--- config.mk ---
export PLATFORM = sky130hd
export DESIGN_NAME = sumador_pipe
export DESIGN_NICKNAME = d
export VERILOG_FILES = /design/src/rtl/sumador_pkg.sv /design/src/rtl/sumador_stage.sv /design/src/rtl/sumador_pipe.sv
export SDC_FILE = /design/constraint.sdc
export NUM_CORES = 1
export LEC_CHECK = 0
export CORE_ASPECT_RATIO = 1.75
export CORE_UTILIZATION = 26
export DETAILED_ROUTE_END_ITERATION = 7
export GPL_ROUTABILITY_DRIVEN = 0
export GPL_TIMING_DRIVEN = 0
export PLACE_DENSITY = 0.49
export SLEW_MARGIN = 5
export SYNTH_ARGS = -nofsm -noshare
export SYNTH_HDL_FRONTEND = slang
export SYNTH_SLANG_ARGS = --single-unit
--- constraint.sdc ---
create_clock -name clk -period 3.2 [get_ports clk]
set_input_delay 0.64 -clock clk [delete_from_list [all_inputs] [get_ports clk]]
set_output_delay 0.64 -clock clk [all_outputs]
set_load 0.03 [all_outputs]
--- src/rtl/sumador_pkg.sv ---
`default_nettype none
// ============================================================================
// Module      : sumador_pkg
// Description : Shared definitions for the sumador_pipe adder/subtractor.
//               Holds the op encoding and the reference payload layout
//               {sum, carry, ovf, idx} carried through every pipeline stage.
//               The layout uses the default widths; sumador_pipe declares
//               the same layout sized to its own WIDTH/IDX_W parameters.
// Revision    : 1.0 - initial release
// ============================================================================
package sumador_pkg;

    localparam logic OP_ADD = 1'b0;
    localparam logic OP_SUB = 1'b1;

    localparam int unsigned DEF_WIDTH = 4;
    localparam int unsigned DEF_IDX_W = 4;

    typedef struct packed {
        logic [DEF_WIDTH-1:0] sum;
        logic                 carry;
        logic                 ovf;
        logic [DEF_IDX_W-1:0] idx;
    } payload_t;

endpackage : sumador_pkg
`default_nettype wire

--- src/rtl/sumador_stage.sv ---
`default_nettype none
// ============================================================================
// Module      : sumador_stage
// Description : One elastic register stage (valid bit plus payload).
//               The stage loads from upstream whenever it is empty or is
//               being emptied downstream in the same cycle, so a full
//               pipeline keeps streaming at one item per cycle.
// Ports       : clk, reset             - clock, synchronous active-high reset
//               up_valid_i/up_ready_o  - upstream handshake
//               up_data_i              - upstream payload
//               dn_valid_o/dn_ready_i  - downstream handshake
//               dn_data_o              - registered payload
// Revision    : 1.0 - initial release
// ============================================================================
module sumador_stage
    import sumador_pkg::*;
#(
    parameter type PAYLOAD_T = payload_t
) (
    input  logic     clk,
    input  logic     reset,
    input  logic     up_valid_i,
    output logic     up_ready_o,
    input  PAYLOAD_T up_data_i,
    output logic     dn_valid_o,
    input  logic     dn_ready_i,
    output PAYLOAD_T dn_data_o
);

    logic     valid_q, valid_d;
    PAYLOAD_T data_q,  data_d;
    logic     w_load;

    // Empty, or the held item leaves this cycle: either way a slot is free.
    assign w_load     = !valid_q || dn_ready_i;
    assign up_ready_o = w_load;
    assign dn_valid_o = valid_q;
    assign dn_data_o  = data_q;

    always_comb begin
        valid_d = valid_q;
        data_d  = data_q;
        if (w_load) begin
            valid_d = up_valid_i;
            // Payload only changes on a real transfer, so outputs stay quiet
            // while the stage drains to empty.
            if (up_valid_i) begin
                data_d = up_data_i;
            end
        end
    end

    always_ff @(posedge clk) begin
        if (reset) begin
            valid_q <= 1'b0;
            data_q  <= '0;
        end else begin
            valid_q <= valid_d;
            data_q  <= data_d;
        end
    end

endmodule : sumador_stage
`default_nettype wire

--- src/rtl/sumador_pipe.sv ---
`default_nettype none
// ============================================================================
// Module      : sumador_pipe
// Description : Elastic pipelined adder/subtractor with carry, signed
//               overflow and a pass-through tag. The arithmetic is computed
//               combinationally in front of the first register stage; STAGES
//               elastic stages follow with valid/ready flow control.
// Ports       : clk, reset                    - clock, sync active-high reset
//               in_valid/in_ready             - input handshake
//               dataA, dataB, op, idx         - operands, 0=add 1=sub, tag
//               out_valid/out_ready           - output handshake
//               sum_dd, carry_dd, ovf_dd, idx_dd - registered results
// Config      : SUMADOR_SAT_EN - when defined, unsigned saturation of sum
//               (carry/ovf still report the unsaturated flags).
// Revision    : 1.0 - initial release
// ============================================================================
module sumador_pipe
    import sumador_pkg::*;
#(
    parameter int unsigned WIDTH  = 4,
    parameter int unsigned STAGES = 2,
    parameter int unsigned IDX_W  = 4
) (
    input  logic             clk,
    input  logic             reset,
    input  logic             in_valid,
    output logic             in_ready,
    input  logic [WIDTH-1:0] dataA,
    input  logic [WIDTH-1:0] dataB,
    input  logic             op,
    input  logic [IDX_W-1:0] idx,
    output logic             out_valid,
    input  logic             out_ready,
    output logic [WIDTH-1:0] sum_dd,
    output logic             carry_dd,
    output logic             ovf_dd,
    output logic [IDX_W-1:0] idx_dd
);

    typedef struct packed {
        logic [WIDTH-1:0] sum;
        logic             carry;
        logic             ovf;
        logic [IDX_W-1:0] idx;
    } pay_t;

    logic [WIDTH-1:0] w_b_eff;
    logic [WIDTH:0]   w_full;
    logic [WIDTH-1:0] w_sum;
    logic             w_carry;
    logic             w_ovf;

    // Subtract as A + ~B + 1; carry out then means "no borrow".
    assign w_b_eff = (op == OP_SUB) ? ~dataB : dataB;
    assign w_full  = {1'b0, dataA} + {1'b0, w_b_eff} + {{WIDTH{1'b0}}, op};
    assign w_carry = w_full[WIDTH];
    assign w_ovf   = (dataA[WIDTH-1] == w_b_eff[WIDTH-1]) &&
                     (w_full[WIDTH-1] != dataA[WIDTH-1]);

`ifdef SUMADOR_SAT_EN
    always_comb begin
        w_sum = w_full[WIDTH-1:0];
        if ((op == OP_ADD) && w_carry) begin
            w_sum = {WIDTH{1'b1}};
        end else if ((op == OP_SUB) && !w_carry) begin
            w_sum = '0;
        end
    end
`else
    assign w_sum = w_full[WIDTH-1:0];
`endif

    // Handshake chain: index k is the link feeding stage k; index STAGES is
    // the output port.
    logic [STAGES:0] w_valid;
    logic [STAGES:0] w_ready;
    pay_t            w_data [STAGES+1];

    assign w_valid[0]      = in_valid;
    assign in_ready        = w_ready[0];
    assign w_data[0]       = '{sum: w_sum, carry: w_carry, ovf: w_ovf, idx: idx};
    assign w_ready[STAGES] = out_ready;

    for (genvar k = 0; k < STAGES; k++) begin : g_stage
        sumador_stage #(
            .PAYLOAD_T (pay_t)
        ) u_stage (
            .clk        (clk),
            .reset      (reset),
            .up_valid_i (w_valid[k]),
            .up_ready_o (w_ready[k]),
            .up_data_i  (w_data[k]),
            .dn_valid_o (w_valid[k+1]),
            .dn_ready_i (w_ready[k+1]),
            .dn_data_o  (w_data[k+1])
        );
    end

    assign out_valid = w_valid[STAGES];
    assign sum_dd    = w_data[STAGES].sum;
    assign carry_dd  = w_data[STAGES].carry;
    assign ovf_dd    = w_data[STAGES].ovf;
    assign idx_dd    = w_data[STAGES].idx;

endmodule : sumador_pipe
`default_nettype wire

==> out/results.tsv <==
stage	metric	value	unit
synth	synth.cell_area	972	µm²
setup_path	worstSetupEndpoint	in_ready	
timing	clock_skew	0.00313	ns
detailed_routing	num_vias	770	
detailed_routing	firstDrtPassIters	3	
clock_tree	cts_tree	built	
die	dieWidth	48.2	µm
synth	yosys-top-cells-area	dfxtp_1 45%, mux2i_1 10%, nor2_1 5.4%, ha_1 3.9%, nand2_1 3.9%	
synth	ys_seq_area_share	45.3	%
setup_path	arrival	1.98	ns
clock_tree	cts_max_level	1	
grt	antenna_found_initial	0	
layout	num-fill-cells	369	
clock_tree	ctsHoldBuffers	0	
grt	track_usage	11.1	%
setup_path	r2r_setup_slack	1.96	ns
layout	layout_commonest_cell	clkdlybuf4s50_1	
placement	port_buffers	28	
run_status	status	finished clean	
layout	layout_common_cells	28 x clkdlybuf4s50_1, 22 x dfxtp_1, 14 x nor2_1, 10 x nand2_1, 10 x mux2i_1	
grt	grt_pass1_wl	3180	µm
layout	n_antenna_cell	0	
die	io_pins	29	
synth	yosys_warnings	0	
clock_tree	numCtsBuffers	3	
timing	final_hold_viol_count	0	
grt	grt_pass1_vias	707	
setup_path	reg2reg_depth	5	
synth	synth_area_per_cell	9.92	µm²
die	dieArea	4000	µm²
timing	finalWorstSetupSlack	0.584	ns
detailed_routing	avgViaCountPerCell	4.40	
placement	dpl.hpwl	1470	µm
timing	fmax	382	MHz
die	core	3590	µm²
layout	area_delta_synth_final	39.0	%
synth	synthCells	98	
min_path	hp-start	g_stage[0].u_stage.dn_data_o[3]	
setup_path	cp_max_fo	4	
die	die_y	82.9	µm
power_and_ir_drop	ir_worst_vdd	185	µV
synth	syn-num-nets	119	
layout	drive_gt1_share	7.75	%
timing	rsz0062_at_grt	false	
clock_tree	post_cts_resized	0	
layout	nets	152	
setup_path	timing.rr.start	g_stage[1].u_stage.dn_valid_o	
setup_path	r2r_end	g_stage[0].u_stage.dn_data_o[9]	
min_path	hold_class	flop to flop	
timing	tns	0	ns
synth	synth_top_area_cell	dfxtp_1	
setup_path	startpoint_type	input port	
timing	fin_crit_sh	81.8	%
clock_tree	clk_latency	0.25	ns
power_and_ir_drop	power_density	429	nW/µm²
clock_tree	clockBufferDepth	2	
grt	grt_max_degree	12	
detailed_routing	drt_iter0_markers	4	
clock_tree	clock-sinks	22	
clock_tree	cts_root_buffer	clkbuf_8	
timing	setup_viol	0	
clock_tree	cts.clk_slew.worst_paths	0.07	ns
power_and_ir_drop	leakagePower	0.585	nW
synth	synth.distinct_cells	26	
setup_path	cp-end-kind	output port	
die	start_util	27.1	%
placement	post-place-ws	0.582	ns
detailed_routing	route.detailed.drc	0	
detailed_routing	wirelength	1900	µm
flow_run	max-cap-violations	0	
setup_path	cp.required	2.56	ns
synth	ys_ff_latch	22	
die	rows	29	
timing	drv_slew	0	
setup_path	crit_type	input port to output port	
timing	worst_pin_slew	0.476	ns
clock_tree	postCtsSetupBuffers	0	
detailed_routing	wl_per_cell	10.8	µm
timing	slew_headroom	68.2	%
timing	min_period	2.62	ns
setup_path	startpoint	out_ready	
detailed_routing	ant_nets	0	
grt	gr-total-overflow	0	
synth	netlist.area_leader.share	45.3	%
-- Yosys cell counts --
library cell / n
mux2i_1: 10
o31ai_1: 1
xnor2_1: 2
nand2_2: 1
inv_1: 3
fa_1: 1
a31oi_4: 1
nor3_1: 1
a211oi_1: 3
and2_1: 1
nor2_1: 14
xor2_1: 4
o311ai_0: 1
mux2_4: 1
nand4b_1: 1
dfxtp_1: 22
clkbuf_1: 2
a21o_1: 2
o21ai_1: 1
a21oi_1: 7
nand3b_1: 2
nand3b_4: 1
buf_4: 2
nand2_1: 10
ha_1: 3
or2_2: 1
-- per-stage QoR --
stage,instance area (µm²),utilization [%],hold slack [ns],instances,power (mW)
floorplan,972,-,0.436,98,0.379
global placement,1310,36.5,0.442,172,0.423
detailed placement,1310,36.5,0.450,172,0.426
CTS,1350,37.6,0.461,175,0.588
global route,1350,37.6,0.491,175,0.614
finish,1350,37.6,0.458,175,0.580
-- worst max-delay path, cell delays in order --
cell and delay (ns):
clkdlybuf4s50_1 0.50, nand3b_4 0.16, clkdlybuf4s50_1 0.67
-- logic make-up after synthesis --
family	count (synthesis)	share of synthesized area, %
mux	11	11.8
simple gates	32	16.2
flops	22	45.3
buf+inv	7	3.47
compound gates	16	11.8
xor+xnor	6	5.41
fa+ha+maj	4	5.92
-- registers in the layout, summed over array words and instances, names as in the netlist --
signal,count
g_stage.u_stage.dn_valid_o,2
g_stage.u_stage.dn_data_o,20
-- how the worst min path moves through the flow --
stage                                            to  cells after the start
floorplan           g_stage[0].u_stage.dn_data_o[0]                      2
global placement    g_stage[0].u_stage.dn_data_o[0]                      2
detailed placement  g_stage[0].u_stage.dn_data_o[3]                      2
CTS                 g_stage[0].u_stage.dn_data_o[3]                      2
global route        g_stage[0].u_stage.dn_data_o[0]                      2
finish              g_stage[0].u_stage.dn_data_o[3]                      2
-- power breakdown --
part,internal (mW),leakage (nW),switching [mW]
registers,0.290,0.180,0.00870
logic,0.0614,0.384,0.0577
clock network,0.0837,0.0216,0.0784
-- routing by layer --
layer | vias up | wire length (µm) | GRT usage [%]
li1 | 395 | - | -
met1 | 354 | 764 | 13.3
met2 | 17 | 1040 | 17.5
met3 | 4 | 41 | 1.30
met4 | 0 | 45 | 6.82
met5 | - | 0 | 0
-- final cells by class --
type / instances / area [µm²] / share of cell area (%)
plain buffers: 4 / 22.5 / 1.67
clock buffers: 3 / 41.3 / 3.06
inverters: 3 / 11.3 / 0.833
multi-input cells: 69 / 498 / 36.9
flip-flops and latches: 22 / 440 / 32.6
well taps: 46 / 57.6 / 4.26
repair buffers: 28 / 280 / 20.7
Power figures use the tool's default switching activity.
